===== src/rtl/except_ctrl_if.sv =====
// Bundle between the MEM stage / cp0_reg and the exception scheduler.
// The pipeline side drives through master; except_ctrl connects as slave.
interface except_ctrl_if;
  // MEM-stage instruction
  logic        mem_valid_i;
  logic        mem_stall_i;
  logic [31:0] mem_pc_i;
  logic [31:0] mem_addr_i;
  logic        mem_in_ds_i;
  logic [8:0]  mem_exc_i;

  // Architectural CP0 state, plus the WB-stage MTC0 that may overwrite it
  logic [31:0] cp0_status_i;
  logic [31:0] cp0_cause_i;
  logic [31:0] cp0_epc_i;
  logic        wb_cp0_we_i;
  logic [4:0]  wb_cp0_waddr_i;
  logic [31:0] wb_cp0_data_i;

  // Toward cp0_reg and the fetch / flush logic
  logic [31:0] except_type_o;
  logic [31:0] except_pc_o;
  logic        except_ds_o;
  logic [31:0] except_addr_o;
  logic        flush_o;
  logic [31:0] new_pc_o;
  logic        redirect_o;
  logic        busy_o;

  modport master (
    output mem_valid_i, mem_stall_i, mem_pc_i, mem_addr_i, mem_in_ds_i, mem_exc_i,
    output cp0_status_i, cp0_cause_i, cp0_epc_i,
    output wb_cp0_we_i, wb_cp0_waddr_i, wb_cp0_data_i,
    input  except_type_o, except_pc_o, except_ds_o, except_addr_o,
    input  flush_o, new_pc_o, redirect_o, busy_o
  );

  modport slave (
    input  mem_valid_i, mem_stall_i, mem_pc_i, mem_addr_i, mem_in_ds_i, mem_exc_i,
    input  cp0_status_i, cp0_cause_i, cp0_epc_i,
    input  wb_cp0_we_i, wb_cp0_waddr_i, wb_cp0_data_i,
    output except_type_o, except_pc_o, except_ds_o, except_addr_o,
    output flush_o, new_pc_o, redirect_o, busy_o
  );
endinterface


===== src/rtl/except_ctrl.sv =====
// Exception/interrupt scheduler between MEM and cp0_reg: prioritises exceptions,
// redirects fetch and holds the pipeline flush for FLUSH_CYCLES cycles.
module except_ctrl #(
  parameter logic [31:0] EXC_VECTOR_BEV = 32'hBFC0_0380,
  parameter logic [31:0] EXC_VECTOR     = 32'h8000_0180,
  parameter int          FLUSH_CYCLES   = 2
) (
  input  logic         clk,
  input  logic         rst,
  except_ctrl_if.slave bus
);

  localparam int CW = (FLUSH_CYCLES > 1) ? $clog2(FLUSH_CYCLES) : 1;

  localparam logic [4:0] CP0_STATUS = 5'd12;
  localparam logic [4:0] CP0_CAUSE  = 5'd13;
  localparam logic [4:0] CP0_EPC    = 5'd14;

  localparam logic [31:0] EXC_NONE  = 32'h00;
  localparam logic [31:0] EXC_INT   = 32'h01;
  localparam logic [31:0] EXC_ADEL  = 32'h04;
  localparam logic [31:0] EXC_ADES  = 32'h05;
  localparam logic [31:0] EXC_SYS   = 32'h08;
  localparam logic [31:0] EXC_BRK   = 32'h09;
  localparam logic [31:0] EXC_RI    = 32'h0a;
  localparam logic [31:0] EXC_OV    = 32'h0c;
  localparam logic [31:0] EXC_TRAP  = 32'h0d;
  localparam logic [31:0] EXC_ERET  = 32'h0e;
  localparam logic [31:0] EXC_FADEL = 32'h0f;

  typedef enum logic {IDLE, FLUSH} state_t;

  state_t        state_q, state_d;
  logic [CW-1:0] cnt_q, cnt_d;

  logic [31:0] eff_status;
  logic [31:0] eff_cause;
  logic [31:0] eff_epc;
  logic        int_pend;
  logic        take;
  logic [31:0] exc_code;
  logic        redirect;

  // The MTC0 sitting in WB commits this cycle, so its value is the one that counts.
  always_comb begin
    eff_status = bus.cp0_status_i;
    eff_cause  = bus.cp0_cause_i;
    eff_epc    = bus.cp0_epc_i;
    if (bus.wb_cp0_we_i) begin
      if (bus.wb_cp0_waddr_i == CP0_STATUS) eff_status = bus.wb_cp0_data_i;
      if (bus.wb_cp0_waddr_i == CP0_CAUSE)  eff_cause[9:8] = bus.wb_cp0_data_i[9:8];
      if (bus.wb_cp0_waddr_i == CP0_EPC)    eff_epc = bus.wb_cp0_data_i;
    end
  end

  assign int_pend = (|(eff_cause[15:8] & eff_status[15:8])) & eff_status[0] & ~eff_status[1];

  assign take = rst && (state_q == IDLE) && bus.mem_valid_i && !bus.mem_stall_i;

  // NOTE: every variable driven in always_comb gets a default first; a path
  // that leaves one unassigned infers a latch.
  always_comb begin
    exc_code = EXC_NONE;
    if (take) begin
      if      (int_pend)          exc_code = EXC_INT;
      else if (bus.mem_exc_i[8])  exc_code = EXC_FADEL;
      else if (bus.mem_exc_i[7])  exc_code = EXC_RI;
      else if (bus.mem_exc_i[6])  exc_code = EXC_SYS;
      else if (bus.mem_exc_i[5])  exc_code = EXC_BRK;
      else if (bus.mem_exc_i[4])  exc_code = EXC_TRAP;
      else if (bus.mem_exc_i[3])  exc_code = EXC_OV;
      else if (bus.mem_exc_i[2])  exc_code = EXC_ADEL;
      else if (bus.mem_exc_i[1])  exc_code = EXC_ADES;
      else if (bus.mem_exc_i[0])  exc_code = EXC_ERET;
    end
  end

  assign redirect = (exc_code != EXC_NONE);

  // Flush lasts FLUSH_CYCLES in total: the redirect cycle plus FLUSH_CYCLES-1 in FLUSH.
  always_comb begin
    state_d = state_q;
    cnt_d   = cnt_q;
    case (state_q)
      IDLE: begin
        if (redirect && (FLUSH_CYCLES > 1)) begin
          state_d = FLUSH;
          cnt_d   = CW'(FLUSH_CYCLES - 1);
        end
      end
      FLUSH: begin
        cnt_d = cnt_q - CW'(1);
        if (cnt_d == '0) state_d = IDLE;
      end
      default: state_d = IDLE;
    endcase
  end

  // NOTE: sequential state uses non-blocking assignments so every flop samples
  // pre-edge values regardless of statement order.
  always_ff @(posedge clk) begin
    if (!rst) begin
      state_q <= IDLE;
      cnt_q   <= '0;
    end else begin
      state_q <= state_d;
      cnt_q   <= cnt_d;
    end
  end

  assign bus.except_type_o = exc_code;
  assign bus.except_pc_o   = take ? bus.mem_pc_i   : 32'h0;
  assign bus.except_ds_o   = take & bus.mem_in_ds_i;
  assign bus.except_addr_o = take ? bus.mem_addr_i : 32'h0;
  assign bus.redirect_o    = redirect;
  assign bus.flush_o       = rst & (redirect | (state_q == FLUSH));
  assign bus.busy_o        = rst & (state_q == FLUSH);

  always_comb begin
    bus.new_pc_o = 32'h0;
    if (redirect) begin
      if (exc_code == EXC_ERET) bus.new_pc_o = eff_epc;
      else                      bus.new_pc_o = eff_status[22] ? EXC_VECTOR_BEV : EXC_VECTOR;
    end
  end

  logic unused_bits;
  assign unused_bits = ^{eff_status[31:23], eff_status[21:16], eff_status[7:2],
                         eff_cause[31:16], eff_cause[7:0]};

endmodule


===== src/flat_wrapper.sv =====
// flat-port wrapper written by rule: the top's interface ports become plain ports
module except_ctrl_flat 
#(
  parameter logic [31:0] EXC_VECTOR_BEV = 32'hBFC0_0380,
  parameter logic [31:0] EXC_VECTOR     = 32'h8000_0180,
  parameter int          FLUSH_CYCLES   = 2
)
  (clk, rst, bus_mem_valid_i, bus_mem_stall_i, bus_mem_pc_i, bus_mem_addr_i, bus_mem_in_ds_i, bus_mem_exc_i, bus_cp0_status_i, bus_cp0_cause_i, bus_cp0_epc_i, bus_wb_cp0_we_i, bus_wb_cp0_waddr_i, bus_wb_cp0_data_i, bus_except_type_o, bus_except_pc_o, bus_except_ds_o, bus_except_addr_o, bus_flush_o, bus_new_pc_o, bus_redirect_o, bus_busy_o);
  except_ctrl_if bus_i ();
  input  logic clk;
  input  logic rst;
  input wire logic [$bits(bus_i.mem_valid_i)-1:0] bus_mem_valid_i;
  input wire logic [$bits(bus_i.mem_stall_i)-1:0] bus_mem_stall_i;
  input wire logic [$bits(bus_i.mem_pc_i)-1:0] bus_mem_pc_i;
  input wire logic [$bits(bus_i.mem_addr_i)-1:0] bus_mem_addr_i;
  input wire logic [$bits(bus_i.mem_in_ds_i)-1:0] bus_mem_in_ds_i;
  input wire logic [$bits(bus_i.mem_exc_i)-1:0] bus_mem_exc_i;
  input wire logic [$bits(bus_i.cp0_status_i)-1:0] bus_cp0_status_i;
  input wire logic [$bits(bus_i.cp0_cause_i)-1:0] bus_cp0_cause_i;
  input wire logic [$bits(bus_i.cp0_epc_i)-1:0] bus_cp0_epc_i;
  input wire logic [$bits(bus_i.wb_cp0_we_i)-1:0] bus_wb_cp0_we_i;
  input wire logic [$bits(bus_i.wb_cp0_waddr_i)-1:0] bus_wb_cp0_waddr_i;
  input wire logic [$bits(bus_i.wb_cp0_data_i)-1:0] bus_wb_cp0_data_i;
  output wire logic [$bits(bus_i.except_type_o)-1:0] bus_except_type_o;
  output wire logic [$bits(bus_i.except_pc_o)-1:0] bus_except_pc_o;
  output wire logic [$bits(bus_i.except_ds_o)-1:0] bus_except_ds_o;
  output wire logic [$bits(bus_i.except_addr_o)-1:0] bus_except_addr_o;
  output wire logic [$bits(bus_i.flush_o)-1:0] bus_flush_o;
  output wire logic [$bits(bus_i.new_pc_o)-1:0] bus_new_pc_o;
  output wire logic [$bits(bus_i.redirect_o)-1:0] bus_redirect_o;
  output wire logic [$bits(bus_i.busy_o)-1:0] bus_busy_o;
  assign bus_i.mem_valid_i = bus_mem_valid_i;
  assign bus_i.mem_stall_i = bus_mem_stall_i;
  assign bus_i.mem_pc_i = bus_mem_pc_i;
  assign bus_i.mem_addr_i = bus_mem_addr_i;
  assign bus_i.mem_in_ds_i = bus_mem_in_ds_i;
  assign bus_i.mem_exc_i = bus_mem_exc_i;
  assign bus_i.cp0_status_i = bus_cp0_status_i;
  assign bus_i.cp0_cause_i = bus_cp0_cause_i;
  assign bus_i.cp0_epc_i = bus_cp0_epc_i;
  assign bus_i.wb_cp0_we_i = bus_wb_cp0_we_i;
  assign bus_i.wb_cp0_waddr_i = bus_wb_cp0_waddr_i;
  assign bus_i.wb_cp0_data_i = bus_wb_cp0_data_i;
  assign bus_except_type_o = bus_i.except_type_o;
  assign bus_except_pc_o = bus_i.except_pc_o;
  assign bus_except_ds_o = bus_i.except_ds_o;
  assign bus_except_addr_o = bus_i.except_addr_o;
  assign bus_flush_o = bus_i.flush_o;
  assign bus_new_pc_o = bus_i.new_pc_o;
  assign bus_redirect_o = bus_i.redirect_o;
  assign bus_busy_o = bus_i.busy_o;
  except_ctrl #(.EXC_VECTOR_BEV(EXC_VECTOR_BEV), .EXC_VECTOR(EXC_VECTOR), .FLUSH_CYCLES(FLUSH_CYCLES)) u_core (.clk(clk), .rst(rst), .bus(bus_i));
endmodule

===== config.mk =====
export PLATFORM = sky130hd
export DESIGN_NAME = except_ctrl_flat
export DESIGN_NICKNAME = d
export VERILOG_FILES = /design/src/rtl/except_ctrl_if.sv /design/src/rtl/except_ctrl.sv /design/src/flat_wrapper.sv
export SDC_FILE = /design/constraint.sdc
export NUM_CORES = 1
export LEC_CHECK = 0
export CORE_AREA = 2 2 134 136
export CTS_CLUSTER_DIAMETER = 50
export DETAILED_ROUTE_END_ITERATION = 10
export DIE_AREA = 0 0 136 138
export GPL_TIMING_DRIVEN = 0
export PLACE_DENSITY = 0.54
export SLEW_MARGIN = 5
export SYNTH_ARGS = -nofsm -noshare
export SYNTH_HDL_FRONTEND = slang
export SYNTH_SLANG_ARGS = --single-unit

===== constraint.sdc =====
create_clock -name clk -period 2.1 [get_ports clk]
set_input_delay 0.21 -clock clk [delete_from_list [all_inputs] [get_ports clk]]
set_output_delay 0.21 -clock clk [all_outputs]
set_load 0.01 [all_outputs]

==> results by group <==
Yosys
  – Mapped Area: 1710 um^2
  – Largest family of logic cells by synthesized area: simple AND/OR/NAND/NOR gates
  – Main synth FF type: dfxtp_1
  – Sequential-to-total area share from yosys stat: 0.0235
  – Synthesized flop and latch total: 2
  – Syn Area/Cell: 6.18 um^2
  – Synth Area in Compound Gates: 0.216
  – Gate Count Post-Synth: 276
  – Post-synthesis mux area share: 0.0836
  – Post-Synth Adder-Cell Area: 0
  – Synth Area in Simple Gates: 0.501
  – Number of flops mapped to enable cells by yosys: 0
  – Asr flop ratio synth: 0
  – Yosys Warn Count: 0
  – Synth unique cells: 43
  – XOR/XNOR Fraction of Synth Area: 0

Floorplan
  – I/O pins: 344
  – Initial Util: 0.0973
  – Site row count: 49
  – Horiz. Die Dim: 136 um
  – Die height: 138 um
  – DIE AREA: 18,800 um^2
  – Core ar.: 17,500 um^2

Setup path
  – Crit path cell chain: buf_8 > nor4_4 > buf_4 > mux2_4 > a211oi_4 > a21boi_4 > buf_4 > o21ai_4 > buf_12 > buf_4 > o21ai_1 > buf_2
  – CP max-delay cell: a211oi_4
  – CP peak stage delay: 350 ps
  – WP data arrival: 2300 ps
  – Worst Setup End Kind: output port
  – WP buf/inv: 6
  – CP dominant cell by count: buf_4
  – Worst Path Max Fanout: 5
  – CP top delay family: buffers and inverters
  – CP required: 1890 ps
  – Crit path launch type: input port
  – CP Class: in -> out

Timing
  – Crit share post-route: 1.20
  – Max Clock Freq: 0.398 GHz
  – Endpoints failing setup: 37
  – RSZ-0062 raised after global routing: true
  – Final Critical Period: 2510 ps
  – Max-slew violations: 0
  – Post-route setup slack: -410 ps
  – Hold Fails Final Rpt: 0
  – Clock skew: 1.34 ps

Cells and area
  – Fin nets: 818
  – Number of fill cells in the layout: 1,930
  – Commonest non-fill, non-tap cell in the layout: clkdlybuf4s50_1
  – Multi-input logic area: 1820 um^2
  – Highest-count cells in the layout ignoring fill and taps: clkdlybuf4s50_1, and2_1, nand2_1
  – Area Growth Syn to Fin: 215%
  – Register Area: 40.0 um^2
  – Share of cells above drive strength 1: 0.369
  – Core Util, Final: 0.307

Route
  – Via/cell ratio: 3.55
  – DR pass1 iterations: 4
  – WL/cell: 13.9 um
  – WL final: 11,600 um
  – Drt first-iter violations: 63
  – Vias: 2,958
  – ANT nets after route: 0
  – DRC violations left: 0

Clock tree
  – CTS tree: built
  – Root Buffer: clkbuf_16
  – H-tree Lvls: 1
  – Clk slew on worst S/H paths: 30 ps
  – Clock latency on the worst-skew pair: 220 ps
  – TritonCTS Sinks: 2
  – Cts bufs inserted: 3
  – Hold_buf cts: 0
  – Clock buffer depth: 2

Power and ir drop
  – Tot Pwr: 1030 uW
  – Maximum vdd ir drop: 0.201 mV
  – P_leak: 0.00242 uW
  – PD cells: 191 nW/um^2

GRT
  – Tot GR Track Use: 0.117
  – Pin count of the biggest net entering global routing: 11
  – Vias in the first global route: 2,941
  – Global-route wire length before repair: 17,000 um
  – GRT overflow: 0
  – Initial antenna violation count: 0

Min path
  – Hold Crit Class: in -> reg

Place
  – IO buf count: 270
  – DP HPWL: 9770 um
  – Routability cong.: 0.778

Outcome
  – Failing checks: negative setup slack
  – Status: finished, violations left

Run
  – Maxcap violations: 0
-- per-layer routing --
layer,vias to the layer above,routed length (um),track usage,part of all wire
li1,1523,-,-,-
met1,1290,4830,0.145,0.42
met2,127,5470,0.193,0.47
met3,18,1010,0.0359,0.088
met4,0,259,0.0329,0.022
met5,-,0,0,0
-- cell usage after synthesis (all sizes together) (2+ instances only) --
library cell	n	area, um^2
nor3	3	15.0
mux2	2	22.5
a21oi	28	178
buf	31	238
and2	67	419
inv	2	7.51
nand2b	4	32.5
dfxtp	2	40.0
nor4b	2	17.5
a31oi	2	12.5
nand2	58	218
nor2	9	33.8
a22o	2	17.5
o21ai	13	65.1
mux2i	12	120
clkbuf	13	48.8
a211oi	2	25.0
nand3	4	20.0
nor4	2	33.8
-- through the flow --
step / TNS, ps / std cells / hold slack (ps) / area (um^2) / setup slack (ps)
floorplan: -2900 / 303 / 324 / 1940 / -133
global placement: -132950 / 802 / 469 / 4930 / -1800
detailed placement: -131230 / 802 / 475 / 4930 / -1790
CTS: -13530 / 831 / 420 / 5330 / -454
global route: -16740 / 833 / 438 / 5370 / -509
finish: -13290 / 834 / 418 / 5380 / -410
-- cell type report --
cell class	instances	area share
timing repair buffer	299	0.517
multi-input combinational	254	0.338
buffer	43	0.0680
tap	229	0.0533
clock buffer	3	0.0140
sequential	2	0.00745
inverter	3	0.00209
antenna	1	0.000466
-- worst reg2reg max path: cells and delay by family, from the launching register on --
family,cells,cell delay (ps)
buf+inv,3,430
flops,1,360
simple gates,1,320
compound gates,3,320
-- cells by family after synthesis --
group | count (synthesis)
other | 1
flip-flops | 2
multiplexers | 14
AO/OA/AOI/OAI | 55
AND/OR/NAND/NOR | 157
buffers and inverters | 47
-- state kept, by name, summed over array words and instances (netlist names) --
name / flops
u_core.cnt_q: 1
u_core.state_q: 1
-- what timing repair did --
action	in CTS	in global routing
resized for setup	425	54
cloned	3	0
setup endpoints to repair	105	84
pin swaps	17	10
buffers inserted	23	3
-- worst paths after layout --
check | slack [ps] | to | depth (start not counted) | startpoint
worst max register to register | 630 | u_core.state_q | 7 | u_core.state_q
worst min-delay path | 420 | u_core.cnt_q | 3 | rst
worst min register to register | 480 | u_core.state_q | 2 | u_core.cnt_q
worst max-delay path | -410 | bus_new_pc_o[25] | 12 | bus_wb_cp0_waddr_i[4]
-- report_power, final --
group	internal, uW	total (uW)	switching (uW)
Clock	242	285	42.6
Combinational	446	694	249
Sequential	42.2	46.7	4.50
Total	730	1030	296
No activity file was read; power rests on OpenSTA's default activity.
